===== src/rtl/fetch_pc_ctrl.sv =====
// Fetch-side PC sequencer: holds the fetch PC, drives IMEM req/ack reads, feeds PC+STEP to the branch adder.
// Latency: inst_valid/pc_out register one cycle after imem_ack; imem_req/stop/pc4 are combinational from state.
// Backpressure: stall blocks new fetches (an outstanding request still completes); imem_addr holds until imem_ack.
//
// Ports:
//   clk, rst        clock (rising edge), asynchronous active-low reset
//   stall           hazard-unit stall, no new fetch issued while high
//   br_taken, bnq   1-cycle taken-branch pulse and its target from the branch adder
//   imem_req/addr   IMEM read request and address; imem_ack marks read complete
//   pc_out          address of the instruction flagged by inst_valid
//   pc4             imem_addr + STEP (modulo 2^WIDTH) to branch adder A input
//   stop            freeze branch adder (stall, BOOT or SQUASH)
//   inst_valid      1-cycle pulse for each non-squashed completed fetch
//   align_err       sticky misaligned-redirect flag, present only with FETCH_ALIGN_CHECK_EN
//
// Build option: define FETCH_ALIGN_CHECK_EN to add align_err and force redirect targets word-aligned.

module fetch_pc_ctrl #(
  parameter int               WIDTH    = 32,
  parameter logic [WIDTH-1:0] RESET_PC = '0,
  parameter int               STEP     = 4
) (
  input  logic             clk,
  input  logic             rst,
  input  logic             stall,
  input  logic             br_taken,
  input  logic [WIDTH-1:0] bnq,
  output logic             imem_req,
  output logic [WIDTH-1:0] imem_addr,
  input  logic             imem_ack,
  output logic [WIDTH-1:0] pc_out,
  output logic [WIDTH-1:0] pc4,
  output logic             stop,
  output logic             inst_valid
`ifdef FETCH_ALIGN_CHECK_EN
  ,
  output logic             align_err
`endif
);

  localparam logic [WIDTH-1:0] STEP_W = WIDTH'(STEP);

  typedef enum logic [1:0] {BOOT, FETCH, HOLD, SQUASH} state_t;

  state_t           state_q, state_d;
  logic [WIDTH-1:0] addr_q, addr_d;
  logic [WIDTH-1:0] pc_q, pc_d;
  logic [WIDTH-1:0] redir_q;
  logic [WIDTH-1:0] tgt;
  logic             vld_q, vld_d;

`ifdef FETCH_ALIGN_CHECK_EN
  logic align_q;
  assign tgt       = {bnq[WIDTH-1:2], 2'b00};
  assign align_err = align_q;

  always_ff @(posedge clk or negedge rst) begin
    if (!rst)
      align_q <= 1'b0;
    else if (br_taken && (bnq[1:0] != 2'b00))
      align_q <= 1'b1;
  end
`else
  assign tgt = bnq;
`endif

  always_comb begin
    state_d = state_q;
    addr_d  = addr_q;
    pc_d    = pc_q;
    vld_d   = 1'b0;
    case (state_q)
      BOOT: begin
        state_d = stall ? HOLD : FETCH;
        if (br_taken) addr_d = tgt;
      end
      FETCH: begin
        if (imem_ack) begin
          state_d = stall ? HOLD : FETCH;
          if (br_taken) begin
            // Branch resolved in the ack cycle: drop this instruction.
            addr_d = tgt;
          end else begin
            vld_d  = 1'b1;
            pc_d   = addr_q;
            addr_d = addr_q + STEP_W;
          end
        end else if (br_taken) begin
          // Request already on the bus; must wait for its ack before redirecting.
          state_d = SQUASH;
        end
      end
      HOLD: begin
        if (!stall) state_d = FETCH;
        if (br_taken) addr_d = tgt;
      end
      SQUASH: begin
        if (imem_ack) begin
          state_d = stall ? HOLD : FETCH;
          // A branch arriving with the ack is newer than the captured one.
          addr_d  = br_taken ? tgt : redir_q;
        end
      end
      default: state_d = BOOT;
    endcase
  end

  always_ff @(posedge clk or negedge rst) begin
    if (!rst) begin
      state_q <= BOOT;
      addr_q  <= RESET_PC;
      pc_q    <= RESET_PC;
      redir_q <= RESET_PC;
      vld_q   <= 1'b0;
    end else begin
      state_q <= state_d;
      addr_q  <= addr_d;
      pc_q    <= pc_d;
      vld_q   <= vld_d;
      if (br_taken) redir_q <= tgt;
    end
  end

  assign imem_req   = (state_q == FETCH) || (state_q == SQUASH);
  assign imem_addr  = addr_q;
  assign pc4        = addr_q + STEP_W;
  assign stop       = stall || (state_q == BOOT) || (state_q == SQUASH);
  assign pc_out     = pc_q;
  assign inst_valid = vld_q;

endmodule

===== config.mk =====
export PLATFORM = sky130hd
export DESIGN_NAME = fetch_pc_ctrl
export DESIGN_NICKNAME = d
export VERILOG_FILES = /design/src/rtl/fetch_pc_ctrl.sv
export SDC_FILE = /design/constraint.sdc
export NUM_CORES = 1
export LEC_CHECK = 0
export ABC_AREA = 1
export CAP_MARGIN = 20
export CORE_ASPECT_RATIO = 0.75
export CORE_MARGIN = 2
export CORE_UTILIZATION = 38
export DETAILED_ROUTE_END_ITERATION = 6
export GPL_TIMING_DRIVEN = 1
export PLACE_DENSITY = 0.6
export SETUP_SLACK_MARGIN = 0.2
export SKIP_CTS_REPAIR_TIMING = 1
export SYNTH_ARGS = -nofsm -noshare
export SYNTH_HDL_FRONTEND = slang
export SYNTH_SLANG_ARGS = --single-unit

===== constraint.sdc =====
create_clock -name clk -period 2.93 [get_ports clk]
set_clock_uncertainty 0.15 [all_clocks]
set_input_delay 0.293 -clock clk [delete_from_list [all_inputs] [get_ports clk]]
set_output_delay 0.293 -clock clk [all_outputs]
set_load 0.01 [all_outputs]

==> run metrics <==
Antenna Nets Post-Route=0; worst reg2reg startpoint=state_q[0]; family with the most delay on the worst path=buffers and inverters; Critical Path Sink Type=output port; Seq/Total Area, Yosys=a little under half; cell area after layout=between 7000 and 8000 um2; Die ar.=around 15000 um2; cell count after synthesis=775; synthesized area per cell=about 7 um2; largest net degree at the start of global routing=a little over 60; CTS root buffer=clkbuf_16; Sum Neg Setup Slack=0 ps; Leak=around 3.5 nW; CP cell instances=ha_2 -> nand3_1 -> nor2_2 -> nand3_1 -> xor2_2 -> clkdlybuf4s50_1; Final Cycle Share=95.1%; worst-path fanout max=4; Core Util, Final=around 52%; HPWL after DPL=roughly 13000 um; final worst path period need=between 2000 and 3000 ps; Final Wtd Congestion=0.927; CP Depth=6; first-pass GRT wire length=between 20000 and 30000 um; status=completed; Clock Tree Buf Depth=2; initial antenna violation count=0; Buf/Inv on CP=1; gr usage total=a little under a quarter; CP Data Required Time=2490 ps; # clock sinks=just under 100; Row Count=38; pre-CTS setup slack=385 ps; CP most frequent cell=nand3_1; Starting DRT DRC Count=332; flop-to-flop setup slack=about 600 ps; Die Wd=approximately 140 um; Mapped Area=5500 um2; worst setup margin=between 100 and 150 ps; CP startpoint kind=flop; WL final=17800 um; core area=approximately 14000 um2; Slew Limit Fails=0; cts bufs inserted=9; Final Hold Vio Count=0; maximum VDD drop=roughly 0.55 mV; # Max-Cap Violations=0; Skew-Pair Late Insertion Delay=between 300 and 400 ps; #FFs+latches synth=roughly 100; H-Tree Level Count=3; Post-Place Cell Area=about 7000 um2; Slowest-stage cell, CP=clkdlybuf4s50_1; WL/cell=roughly 16 um; Synth warnings=0; worst-margin pin slew=736 ps; CP peak stage delay=around 590 ps; Reg-to-Reg End=imem_addr[14]; RSZ-0062 raised after global routing=yes; Worst Path Arrival=about 2300 ps; FMAX=around 360 MHz; worst reg-to-reg path cell count=10; Reg clk slew, reported paths=around 60 ps; Hold/Removal Path Class=in2async; boundary pin count=about 140; Synth cell types=25; Setup CP Type=reg2out; Nets=~950; TritonCTS clock tree=yes; post-synth net total=817; hold_ws=between 300 and 400 ps; drt drc=0; Final setup viols=0; GR Overflow Total=0; n_diodes=0; vias in the first global route=around 5200; proportion of layout cells with a drive suffix above 1=9.60%; vias per cell=4.90; Filler cells=1392; Initial Util=38.4%; Power Density=1100 nW/um2; DR pass1 iterations=5; I/O Buffers=around 140; Rel. slew slack=50.9%; vias post-DR=5477; Die Y=108 um; area delta synth->final=36.5%
==> worst max-delay path by stage <==
stage | from | end | slack, ps
2_1_floorplan | imem_addr[3] | pc4[24] | 1120
3_3_place_gp | imem_addr[3] | pc4[16] | 460
3_5_place_dp | imem_addr[3] | pc4[16] | 380
4_1_cts | imem_addr[3] | pc4[16] | -7
5_1_grt | imem_addr[3] | pc4[12] | 60
6_report | imem_addr[3] | pc4[16] | 140
==> synth_stat cells <==
cell type	count	area [um2]
ha_1	5	62.6
a21oi_1	55	275
a31oi_1	8	50.1
xor2_2	3	48.8
nand2_4	1	11.3
o31ai_1	1	7.51
nand2_1	320	1200
inv_2	4	15.0
buf_6	1	11.3
o21ai_0	61	305
and2_1	4	25.0
a22oi_1	1	7.51
a22o_1	2	17.5
clkbuf_1	14	52.6
nor2_4	8	90.1
inv_1	45	169
nand2_2	3	18.8
buf_4	5	37.5
dfrtp_1	99	2480
nor2_2	2	12.5
buf_1	7	26.3
xor2_1	12	105
buf_2	11	55.1
nand3_1	24	120
nor2_1	79	297
==> cells by family after synthesis <==
| family | count (synthesis) | synth area share, % |
|---|---|---|
| AND/OR/NAND/NOR | 441 | 32.3 |
| AO/OA/AOI/OAI | 128 | 12.1 |
| flip-flops | 99 | 45.1 |
| buffers and inverters | 87 | 6.67 |
| XOR/XNOR | 15 | 2.80 |
| adder cells (fa/ha/maj) | 5 | 1.14 |
==> metrics by stage <==
| stage | instances | total power [mW] |
|---|---|---|
| 2_1_floorplan | 775 | 4.63 |
| 3_3_place_gp | 1085 | 6.89 |
| 3_5_place_dp | 1085 | 6.96 |
| 4_1_cts | 1101 | 8.11 |
| 5_1_grt | 1117 | 8.91 |
| 6_report | 1117 | 8.29 |
==> worst register-to-register path, stage by stage (launching register included) <==
cell and delay [ps]:
dfrtp_1 390, inv_1 90, ha_1 200, inv_1 90
nand2_1 100, nand2_1 70, nand2_1 60, inv_1 450
o21ai_0 180, nor2_1 290, a21oi_1 120
==> sequential cells by signal, summed over array words and instances, names as in the netlist <==
name / count
redir_q: 32
inst_valid: 1
pc_out: 32
state_q: 2
imem_addr: 32
==> routing by layer <==
layer  vias up  track usage (%)  wire (um)
li1       2699                -          -
met3        19             5.54       1290
met4         0             6.29        256
met2       197             31.6       7220
met1      2562             37.1       9000
met5         -                0          0
==> power breakdown <==
group / leakage (nW) / switching, mW / internal (mW)
Combinational: 2.15 / 2.62 / 2.12
Sequential: 1.20 / 0.524 / 1.89
Clock: 0.130 / 0.506 / 0.624
Total: 3.48 / 3.65 / 4.63
==> cells in the final DEF, fill, tap and decap left out <==
cell / instances
and2_1: 4
inv_2: 4
clkdlybuf4s50_1: 127
o21ai_0: 61
nand2_1: 319
nor2_1: 77
a22oi_1: 1
dlymetal6s2s_1: 7
nor2_4: 9
nor2_2: 3
clkbuf_1: 4
ha_2: 1
buf_12: 1
nand3_1: 24
a31oi_1: 8
clkbuf_8: 2
xor2_1: 8
dfrtp_1: 81
xor2_2: 7
nand2_4: 1
o31ai_1: 1
a22o_1: 2
a21oi_1: 55
nand2_2: 4
buf_4: 28
clkbuf_16: 9
inv_1: 45
ha_1: 4
clkinvlp_4: 1
dfrtp_2: 18
dlygate4sd3_1: 1
==> final cells by class <==
| type | count | area, um2 | area share (%) |
|---|---|---|---|
| multi-input cells | 589 | 2700 | 36.0 |
| clock inverters | 1 | 7.51 | 0.100 |
| flip-flops and latches | 99 | 2500 | 33.3 |
| well taps | 200 | 250 | 3.33 |
| inverters | 49 | 184 | 2.45 |
| repair buffers | 164 | 1600 | 21.3 |
| clock buffers | 15 | 268 | 3.57 |
No activity file was read; power rests on OpenSTA's default activity.
